$ cat src/rtl/sha256_msg_padder_if.sv
// rtl/sha256_msg_padder_if.sv - word-in / block-out handshake bundle for the SHA-256 message padder
// Signals:
//   in_valid/in_ready/in_data/in_last/in_bytes  message word stream (first byte in [31:24])
//   blk_valid/blk_ready/blk_data/blk_first/blk_last  padded 512-bit block, word0 at [511:480]
//   err  sticky malformed-word flag, present only when SHA256_PAD_ERR_EN is defined
// Modports: master = message source / block sink, slave = padder.
interface sha256_msg_padder_if;
  logic         in_valid;
  logic         in_ready;
  logic [31:0]  in_data;
  logic         in_last;
  logic [2:0]   in_bytes;
  logic         blk_valid;
  logic         blk_ready;
  logic [511:0] blk_data;
  logic         blk_first;
  logic         blk_last;
`ifdef SHA256_PAD_ERR_EN
  logic         err;
`endif

  modport master (
    output in_valid, in_data, in_last, in_bytes, blk_ready,
    input  in_ready, blk_valid, blk_data, blk_first, blk_last
`ifdef SHA256_PAD_ERR_EN
    , input err
`endif
  );

  modport slave (
    input  in_valid, in_data, in_last, in_bytes, blk_ready,
    output in_ready, blk_valid, blk_data, blk_first, blk_last
`ifdef SHA256_PAD_ERR_EN
    , output err
`endif
  );
endinterface

$ cat src/rtl/sha256_msg_padder.sv
// rtl/sha256_msg_padder.sv - FIPS 180-4 message padder producing 512-bit blocks for the SHA-256 core
// Ports:
//   clk    clock
//   rst_n  asynchronous active-low reset
//   bus    sha256_msg_padder_if.slave (word input stream, block output, optional err)
// Optional feature macro: SHA256_PAD_ERR_EN (adds sticky err; malformed words dropped).
// Without it, non-last words count as 4 bytes and in_bytes>4 on a last word counts as 4.
module sha256_msg_padder #(
  parameter int LEN_W = 64
) (
  input  logic                  clk,
  input  logic                  rst_n,
  sha256_msg_padder_if.slave    bus
);

  typedef enum logic [1:0] {FILL, PAD, EMIT} state_t;

  state_t             state, state_nxt;
  logic [3:0]         widx;
  logic [LEN_W-1:0]   bit_len;
  logic               first_flag;
  logic               pad_pending;  // 0x80000000 word still owed (last word had 4 bytes)
  logic               msg_done;     // last word seen, padding/length not yet emitted
  logic               len_ok;       // 0x80 byte sits at word <=13 of the current block
  logic [511:0]       blk_data_q;
  logic               blk_valid_q, blk_first_q, blk_last_q;

  logic               acc, bad, blk_xfer, wr_en;
  logic [2:0]         n_eff;
  logic [5:0]         add_bits;
  logic [31:0]        wr_word;
  logic [63:0]        len64;
  logic [8:0]         bit_pos;

  assign bus.in_ready  = (state == FILL);
  assign bus.blk_valid = blk_valid_q;
  assign bus.blk_data  = blk_data_q;
  assign bus.blk_first = blk_first_q;
  assign bus.blk_last  = blk_last_q;

  assign acc      = bus.in_valid && (state == FILL);
  assign blk_xfer = blk_valid_q && bus.blk_ready;
  assign len64    = 64'(bit_len);
  assign add_bits = {n_eff, 3'b000};
  // Word widx occupies bits [511-32*widx -: 32].
  assign bit_pos  = {4'd15 - widx, 5'd0};

  always_comb begin
    n_eff = 3'd4;
    if (bus.in_last && (bus.in_bytes <= 3'd4))
      n_eff = bus.in_bytes;
  end

`ifdef SHA256_PAD_ERR_EN
  logic err_q;
  assign bus.err = err_q;
  assign bad = bus.in_last ? (bus.in_bytes > 3'd4) : (bus.in_bytes != 3'd4);
`else
  assign bad = 1'b0;
`endif

  always_ff @(posedge clk or negedge rst_n) begin
    if (!rst_n) state <= FILL;
    else        state <= state_nxt;
  end

  always_comb begin
    state_nxt = state;
    wr_en     = 1'b0;
    wr_word   = '0;
    case (state)
      FILL: begin
        if (acc && !bad) begin
          wr_en = 1'b1;
          if (!bus.in_last) begin
            wr_word = bus.in_data;
          end else begin
            case (n_eff)
              3'd0:    wr_word = 32'h8000_0000;
              3'd1:    wr_word = {bus.in_data[31:24], 8'h80, 16'h0000};
              3'd2:    wr_word = {bus.in_data[31:16], 8'h80, 8'h00};
              3'd3:    wr_word = {bus.in_data[31:8], 8'h80};
              default: wr_word = bus.in_data;
            endcase
          end
          if (widx == 4'd15)    state_nxt = EMIT;
          else if (bus.in_last) state_nxt = PAD;
        end
      end
      PAD: begin
        wr_en = 1'b1;
        if (pad_pending)                   wr_word = 32'h8000_0000;
        else if (len_ok && widx == 4'd14)  wr_word = len64[63:32];
        else if (len_ok && widx == 4'd15)  wr_word = len64[31:0];
        if (widx == 4'd15) state_nxt = EMIT;
      end
      EMIT: begin
        if (blk_xfer)
          state_nxt = (msg_done && !blk_last_q) ? PAD : FILL;
      end
      default: state_nxt = FILL;
    endcase
  end

  always_ff @(posedge clk or negedge rst_n) begin
    if (!rst_n) begin
      widx        <= '0;
      bit_len     <= '0;
      first_flag  <= 1'b1;
      pad_pending <= 1'b0;
      msg_done    <= 1'b0;
      len_ok      <= 1'b0;
      blk_data_q  <= '0;
      blk_valid_q <= 1'b0;
      blk_first_q <= 1'b0;
      blk_last_q  <= 1'b0;
    end else begin
      if (wr_en) begin
        blk_data_q[bit_pos +: 32] <= wr_word;
        widx <= widx + 4'd1;
      end
      if (wr_en && widx == 4'd15) begin
        blk_valid_q <= 1'b1;
        blk_first_q <= first_flag;
        // Only a PAD-written word 15 can carry the length field.
        blk_last_q  <= (state == PAD) && !pad_pending && len_ok;
      end
      if (state == FILL && wr_en) begin
        bit_len <= bit_len + LEN_W'(add_bits);
        if (bus.in_last) begin
          msg_done    <= 1'b1;
          pad_pending <= (n_eff == 3'd4);
          if (n_eff != 3'd4) len_ok <= (widx <= 4'd13);
        end
      end
      if (state == PAD && pad_pending) begin
        pad_pending <= 1'b0;
        len_ok      <= (widx <= 4'd13);
      end
      if (blk_xfer) begin
        blk_valid_q <= 1'b0;
        widx        <= '0;
        if (blk_last_q) begin
          first_flag <= 1'b1;
          bit_len    <= '0;
          msg_done   <= 1'b0;
        end else begin
          first_flag <= 1'b0;
          // A follow-on block of a split message always has room for the length.
          len_ok     <= 1'b1;
        end
      end
    end
  end

`ifdef SHA256_PAD_ERR_EN
  always_ff @(posedge clk or negedge rst_n) begin
    if (!rst_n)          err_q <= 1'b0;
    else if (acc && bad) err_q <= 1'b1;
  end
`endif

endmodule

$ cat src/flat_wrapper.sv
// flat-port wrapper written by rule: the top's interface ports become plain ports
module sha256_msg_padder_flat 
#(
  parameter int LEN_W = 64
)
  (clk, rst_n, bus_in_valid, bus_in_data, bus_in_last, bus_in_bytes, bus_blk_ready, bus_in_ready, bus_blk_valid, bus_blk_data, bus_blk_first, bus_blk_last);
  sha256_msg_padder_if bus_i ();
  input  logic clk;
  input  logic rst_n;
  input wire logic [$bits(bus_i.in_valid)-1:0] bus_in_valid;
  input wire logic [$bits(bus_i.in_data)-1:0] bus_in_data;
  input wire logic [$bits(bus_i.in_last)-1:0] bus_in_last;
  input wire logic [$bits(bus_i.in_bytes)-1:0] bus_in_bytes;
  input wire logic [$bits(bus_i.blk_ready)-1:0] bus_blk_ready;
  output wire logic [$bits(bus_i.in_ready)-1:0] bus_in_ready;
  output wire logic [$bits(bus_i.blk_valid)-1:0] bus_blk_valid;
  output wire logic [$bits(bus_i.blk_data)-1:0] bus_blk_data;
  output wire logic [$bits(bus_i.blk_first)-1:0] bus_blk_first;
  output wire logic [$bits(bus_i.blk_last)-1:0] bus_blk_last;
  assign bus_i.in_valid = bus_in_valid;
  assign bus_i.in_data = bus_in_data;
  assign bus_i.in_last = bus_in_last;
  assign bus_i.in_bytes = bus_in_bytes;
  assign bus_i.blk_ready = bus_blk_ready;
  assign bus_in_ready = bus_i.in_ready;
  assign bus_blk_valid = bus_i.blk_valid;
  assign bus_blk_data = bus_i.blk_data;
  assign bus_blk_first = bus_i.blk_first;
  assign bus_blk_last = bus_i.blk_last;
  sha256_msg_padder #(.LEN_W(LEN_W)) u_core (.clk(clk), .rst_n(rst_n), .bus(bus_i));
endmodule
$ cat config.mk
export PLATFORM = sky130hd
export DESIGN_NAME = sha256_msg_padder_flat
export DESIGN_NICKNAME = d
export VERILOG_FILES = /design/src/rtl/sha256_msg_padder_if.sv /design/src/rtl/sha256_msg_padder.sv /design/src/flat_wrapper.sv
export SDC_FILE = /design/constraint.sdc
export NUM_CORES = 1
export LEC_CHECK = 0
export BUFFER_PORTS_ARGS = -buffer_cell sky130_fd_sc_hd__buf_2
export CORE_AREA = 2 2 218 220
export DETAILED_ROUTE_END_ITERATION = 7
export DIE_AREA = 0 0 220 222
export PLACE_DENSITY = 0.75
export SLEW_MARGIN = 15
export SYNTH_ARGS = -nofsm -noshare
export SYNTH_HDL_FRONTEND = slang
export SYNTH_SLANG_ARGS = --single-unit
$ cat constraint.sdc
create_clock -name clk -period 3.1 [get_ports clk]
set_input_delay 0.155 -clock clk [delete_from_list [all_inputs] [get_ports clk]]
set_output_delay 0.155 -clock clk [all_outputs]
set_load 0.03 [all_outputs]
Word-level counts from Yosys, hierarchy flattened
Cells that the tools add are included.

word-level totals
  register bits after elaboration = 589
  bits in latches = 0
  RAM bits = 0
  ROM bits = 0
  bits of input ports = 40
  output and inout bits = 516
  word-level logic and storage cells = 92
  memories kept = 0

operators by class
  add/subtract/negate cells = 4
  multipliers = 0
  div/mod/pow operators = 0
  magnitude comparators = 2
  eq/ne operators = 13
  shift-type cells = 2
  mux-type cells = 39
  bitwise operators = 0
  reductions and logical operators = 21

operators with widths
  operator                   count
  $bwmux 512                 1
  $shift 32x11->512 const A  1
  $shiftx 32x11->512         1
  $mux 64                    3
  $mux 32                    5
  $pmux 32 s4                1
  $add 64x6->64              1
  $pmux 32 s2                1
  $mux 1                     18
  $logic_and 1x1->1          11
  $neg 9->11                 1
  $mux 2                     5
  $eq 4x4->1 const B         2
  $mux 4                     2
  $reduce_bool 2->1          4
  $eq 3x2->1 const B         2
  $ne 2x1->1 const B         3
  $pmux 2 s3                 1
  $add 4x1->4 const B        1
  $le 4x4->1 const B         1
  $reduce_and 4->1           1
  $sub 4x4->4 const A        1
  $eq 3x1->1 const B         1
  $eq 3x3->1 const B         1
  other kinds (11)           12

Logic depth before layout (Yosys ltp)
  word-level depth = 10
  mapped depth = 11
  gate-level depth less buffers = 9

Worst setup path after synthesis
Ideal clock, no wire load.

  path kind = register -> register
  start = register u_core.widx[0]
  end = register u_core.blk_data_q[490], in the netlist u_core.bus.blk_data[490]
  setup time = 0.066 ns
  arrival time = 2.695 ns
  required time = 3.034 ns
  setup slack = 0.339 ns
  cell stages (with the launch flop) = 11
  path buffers = 4
  period minus slack after synthesis = 2.761 ns
  cells stage by stage = dfrtp_1 clkbuf_1 inv_1 ha_1 or2_2 clkbuf_1 or3_1 buf_2 nor2_2 buf_2 a22o_1

between the ends
  longest elaborated chain between the ends = 8
  elaborated cells on any way between the ends = 13
  classes of those cells = add/sub (2); eq/ne (2); shift (2); mux (5); reduce/logical (2)

ends and longest elaborated chain
  element                                             RTL line                  RTL
  start, declared                                     sha256_msg_padder.sv:19   logic [3:0] widx;
  start signal, assigned                              sha256_msg_padder.sv:120  widx <= widx + 4'd1;
  branches (longest 7 deep; another with $neg 9->11)  --
  $bwmux 512 *                                        sha256_msg_padder.sv:119  blk_data_q[bit_pos +: 32] <= wr_word;
  end signal, assigned by index                       sha256_msg_padder.sv:119
  end, declared                                       sha256_msg_padder.sv:25   logic [511:0] blk_data_q;

Mark *: on every way between the ends.
A chain may end at the register's enable or synchronous reset.

Final worst setup path
  start = register u_core.widx[1]
  end = register u_core.blk_data_q[252], in the netlist u_core.bus.blk_data[252]

The elaborated chain is that of the path after synthesis.

==> results.md <==
- The critical path ends at u_core.bus.blk_data[252].
- The total routing resource utilization after global routing is 33.4%.
- The number of global-route vias before repair is 19.2k.
- The switching share of power is 43.5%.
- The count of buffers inserted at the top-level ports is 555.
- The worst hold-check path type is in -> async.
- The wire-length estimate of the detail-placed layout is 58100 µm.
- The setup slack of the worst register-to-register path is 200 ps.
- For the worst setup path, the data required time is 3540 ps.
- The number of pins exceeding their max-slew limit in the final report is 0.
- met2 is the most crowded layer.
- The chip width is 220 µm.
- Entering global routing, the biggest net connects 114 pins.
- The flow ran to the end, and the final reports show no timing, DRC or antenna violations.
- The adder-cell share of the synthesized area is 0.435%.
- The number of buffers on the longest clock path is 3.
- The internal power of the cells is 17800 µW.
- After the first detailed-routing iteration, the DRC count stood at 2448.
- For this run, the share of the core covered by cells in the final layout is 62.3%.
- The share of power burned in the clock network is 24.2%.
- The arrival time at the worst endpoint is 3330 ps.
- The most area-hungry cell type in the Yosys netlist is sky130_fd_sc_hd__dfrtp_1.
- The launching instance or port of the critical path is u_core.widx[1].
- The worst register-to-register path ends at u_core.bus.blk_data[252].
- Derived from the worst setup path, the maximum achievable clock frequency is 345 MHz.
- The mean instance size in the synthesized netlist is 10.8 µm².
- The number of hold-slack violations in the final timing report is 0.
- In this run the worst path has a maximum fanout of 27.
- After synthesis, flip-flops and latches occupy 63.7% of the total area.
- Setup repair after global routing left no endpoint under its margin.
- At the pin with the least slew margin, the transition time is 1090 ps.
- For the final routed database, the setup TNS stands at 0 ps.
- Relative to the synthesized area, the layout overhead comes to 25.2%.
- The cell area that synthesis handed to floorplanning was 23000 µm².
- Measured against its own limit, the worst slew margin works out to 26.8%.
- For met1 alone, demand over resource in global routing was 43.1%.
- The mux share of post-synthesis cell area is 0.0924%.
- Summing the areas of all compound-gate instances in the mapped netlist gives 18.3% of the synthesized area.
- The layout has 3695 filler cells.
- The startpoint of the worst-slack reg-to-reg timing path is u_core.widx[1].
- In this run the power spent charging and discharging nets is 13700 µW.
- The leftover overflow at the end of global routing is 0.
- The library cell used most frequently in the layout, excluding fill and tap cells, is sky130_fd_sc_hd__dfrtp_1.
- After detailed routing, the average wire length per cell comes to 25.0 µm.
- The clock period could shrink to 2900 ps.
- In the routed design, unresolved DRC markers number 0.
- Once layout is done, the placed cells without fillers occupy 28800 µm².
- The cell count after synthesis is 2129.
- The initial antenna violation count came to 5.
- The first global-routing pass estimated 123000 µm of wire.
- The post-route netlist has 28.1% of its cells at a drive strength greater than 1.
- In this run the power density over the cells is 1090 nW/µm².
- The number of cell rows is 79.
- The initial core utilization is 49.8%.
- Prior to clock tree synthesis, the placed netlist has a worst setup slack of 154 ps.
- In this run the post-CTS setup repair buffer count came out at 0.
- The max-capacitance violation count is 0.
- The top cell types in the final layout, fill and taps aside, are sky130_fd_sc_hd__dfrtp_1 (585), sky130_fd_sc_hd__buf_2 (554), sky130_fd_sc_hd__nor2_1 (272).
- By area, the combinational part of the netlist is dominated by compound AO/OA/AOI/OAI gates.
- The final worst setup slack is 205 ps.
- The kind of launch point of the worst setup path is a flip-flop.
- The number of buffers inserted during clock tree synthesis is 58.
- Once placement finished, the instance area stood at 26700 µm².
- The number of warnings printed during yosys synthesis is 0.
- The die covers 48800 µm².
- For the final database, setup skew stands at 32.3 ps.
- The final critical path takes up 93.4% of the cycle.
- The non-filler instance count after layout is 3304.
- Global routing consumed, on the met2 layer, 52.1% of the routing resources.
- Of the post-synthesis cell area, the dominant cell type holds 63.6%.
- The number of synthesized flops with an enable pin is 0.
- The path type of the worst setup path is reg -> reg.
- At the end of routability-driven placement, the weighted congestion stood at 0.979.
- The analysis attributes to cell leakage a power of 0.0145 µW.
- Measured along the y axis, the die boundary spans 222 µm.
- The async set-reset flop share out of synthesis is 100%.
- The cell count of the worst reg-to-reg path is 6.
- The post-synthesis register bit count is 586.
- The post-synth net total is 2177.
- By area the synthesized netlist is led by sky130_fd_sc_hd__dfrtp_1 (64%), sky130_fd_sc_hd__a22o_1 (6.6%), sky130_fd_sc_hd__a21oi_1 (5.8%).
- The level count of the clock H-tree is 2.
- The cell with the biggest individual delay on the critical path is sky130_fd_sc_hd__or2_1.
- The simple-gate share of the synthesized area is 13.4%.
- The clock slew at the register clock pins of the worst setup and hold paths is 60 ps.
- The critical path goes through ha_1 -> nor2b_1 -> a32oi_1 -> nand2b_2 -> or2_1 -> o21ai_0.
- For this run, the leading register cell type out of synthesis is sky130_fd_sc_hd__dfrtp_1.
- The first detailed-routing pass ran for 8 iterations.
- The peak supply drop is 0.00132 V.
- Per report_power, the combinational group accounts for 39.8% of the total.
- The residual antenna-violating net count after detailed routing is 0.
- The overall via count from detail_route is 19.8k.
- The routed via count divided by cell count is 5.99.
- Setup violations remaining at the end of the flow were counted as 0.
- For this run, the slowest stage of the critical path takes 770 ps.
- After Yosys synthesis, XOR and XNOR cells account for 1.14% of the synthesized area.
- The total wire length after detailed routing is 82700 µm.
- The core region is 46300 µm².
- The CTS tree is built.
- The number of placed instances, taps included, is 3189.
- At the end of the flow, the number of nets in the layout was 2695.
- The clock tree root driver cell is sky130_fd_sc_hd__clkbuf_16.
- Pin placement for this block handled 556 I/O pins.
- The share of total power dissipated in sequential elements is 36.0%.
- The met3 layer usage reported by global route is 9.00%.
- Yosys mapped the design onto 68 distinct sky130hd cell types.
- STA classifies the critical path endpoint as a flip-flop.
- The number of sinks driven by the clock tree is 586.
- For the worst-skew pair, the clock arrives at the later sink with an insertion delay of 630 ps.
## cells by family (layout without fill, tap and decap cells)
| logic type | count (synthesis) | in the layout |
|---|---|---|
| and+or+nand+nor | 674 | 674 |
| AOI/OAI and AO/OA | 653 | 653 |
| DFF | 586 | 586 |
| buffers and inverters | 176 | 742 |
| xor gates and xnor gates | 30 | 30 |
| adders and majority gates | 8 | 8 |
| muxes | 2 | 2 |
| other | 0 | 2 |
## synth_stat cells, types with 8 or more instances
cell type	count
sky130_fd_sc_hd__dfrtp_1	585
sky130_fd_sc_hd__nor2_1	277
sky130_fd_sc_hd__a21oi_1	267
sky130_fd_sc_hd__nand2_1	207
sky130_fd_sc_hd__a22o_1	173
sky130_fd_sc_hd__clkbuf_1	134
sky130_fd_sc_hd__o21ai_0	112
sky130_fd_sc_hd__o31ai_1	39
sky130_fd_sc_hd__and2_1	36
sky130_fd_sc_hd__a22oi_1	29
sky130_fd_sc_hd__nand4_1	24
sky130_fd_sc_hd__nand3_1	23
sky130_fd_sc_hd__or3_1	21
sky130_fd_sc_hd__xor2_1	19
sky130_fd_sc_hd__buf_2	18
sky130_fd_sc_hd__buf_1	16
sky130_fd_sc_hd__and3_1	14
sky130_fd_sc_hd__or4_1	11
sky130_fd_sc_hd__xnor2_1	11
sky130_fd_sc_hd__and4_1	8
sky130_fd_sc_hd__ha_1	8
sky130_fd_sc_hd__inv_1	8
## through the flow
step | total power, µW | hold WS [ps]
4_1_cts | 31500 | 20.0
6_report | 31500 | 58.5
5_1_grt | 32800 | 79.2
3_5_place_dp | 23800 | 108
3_3_place_gp | 23500 | 111
2_1_floorplan | 19100 | -141
## worst min-delay path by stage
| stage | slack (ps) | end | from | cells past startpoint |
|---|---|---|---|---|
| 2_1_floorplan | -140 | u_core.bit_len[10] | rst_n | 0 |
| 3_3_place_gp | 110 | u_core.bus.blk_data[29] | rst_n | 1 |
| 3_5_place_dp | 110 | u_core.bit_len[18] | rst_n | 1 |
| 4_1_cts | 20 | u_core.bus.blk_data[163] | bus_in_data[3] | 4 |
| 5_1_grt | 80 | u_core.bit_len[27] | rst_n | 2 |
| 6_report | 60 | u_core.bit_len[9] | rst_n | 2 |
## area by class of cell
class | instances | area (µm²) | share of cell area (%)
flip-flops and latches | 586 | 14700 | 50.9
multi-input cells | 1367 | 7800 | 27.1
repair buffers | 626 | 3470 | 12.0
clock buffers | 87 | 1760 | 6.11
well taps | 607 | 759 | 2.64
clock inverters | 21 | 324 | 1.12
inverters | 8 | 30.0 | 0.104
diodes | 2 | 5.00 | 0.0174
## sequential cells by signal, summed over array words and instances (netlist names)
name	count
u_core.state	2
u_core.bus.blk_first	1
u_core.bus.blk_valid	1
u_core.bus.blk_last	1
u_core.widx	4
u_core.bus.blk_data	512
u_core.first_flag	1
u_core.len_ok	1
u_core.bit_len	61
u_core.msg_done	1
u_core.pad_pending	1
## critical path: cells and delay by family (launching register included)
family / cells / cell delay, ps
and+or+nand+nor: 3 / 1180
DFF: 1 / 510
adders and majority gates: 1 / 390
AOI/OAI and AO/OA: 2 / 620
## power by group through the flow
stage / combinational [µW] / clock (µW) / sequential (µW)
after detailed placement: 12500 / 0 / 11400
final: 12500 / 7600 / 11300
after floorplan: 3880 / 0 / 15300
after global placement: 12200 / 0 / 11300
after CTS: 12500 / 7640 / 11300
after global routing: 13300 / 7950 / 11600
## layer usage
metal / vias up / routed length [µm]
met5: - / 13
met4: 2 / 4520
met3: 241 / 8290
met2: 1137 / 38900
met1: 9912 / 31000
li1: 8507 / -
## what timing repair did
item | in CTS | in global routing
gates resized for setup | 0 | 1
hold buffers | 4 | 0
hold endpoints to repair | 291 | 0
endpoints found under the setup margin | 0 | 1
No activity file was read; power rests on OpenSTA's default activity.
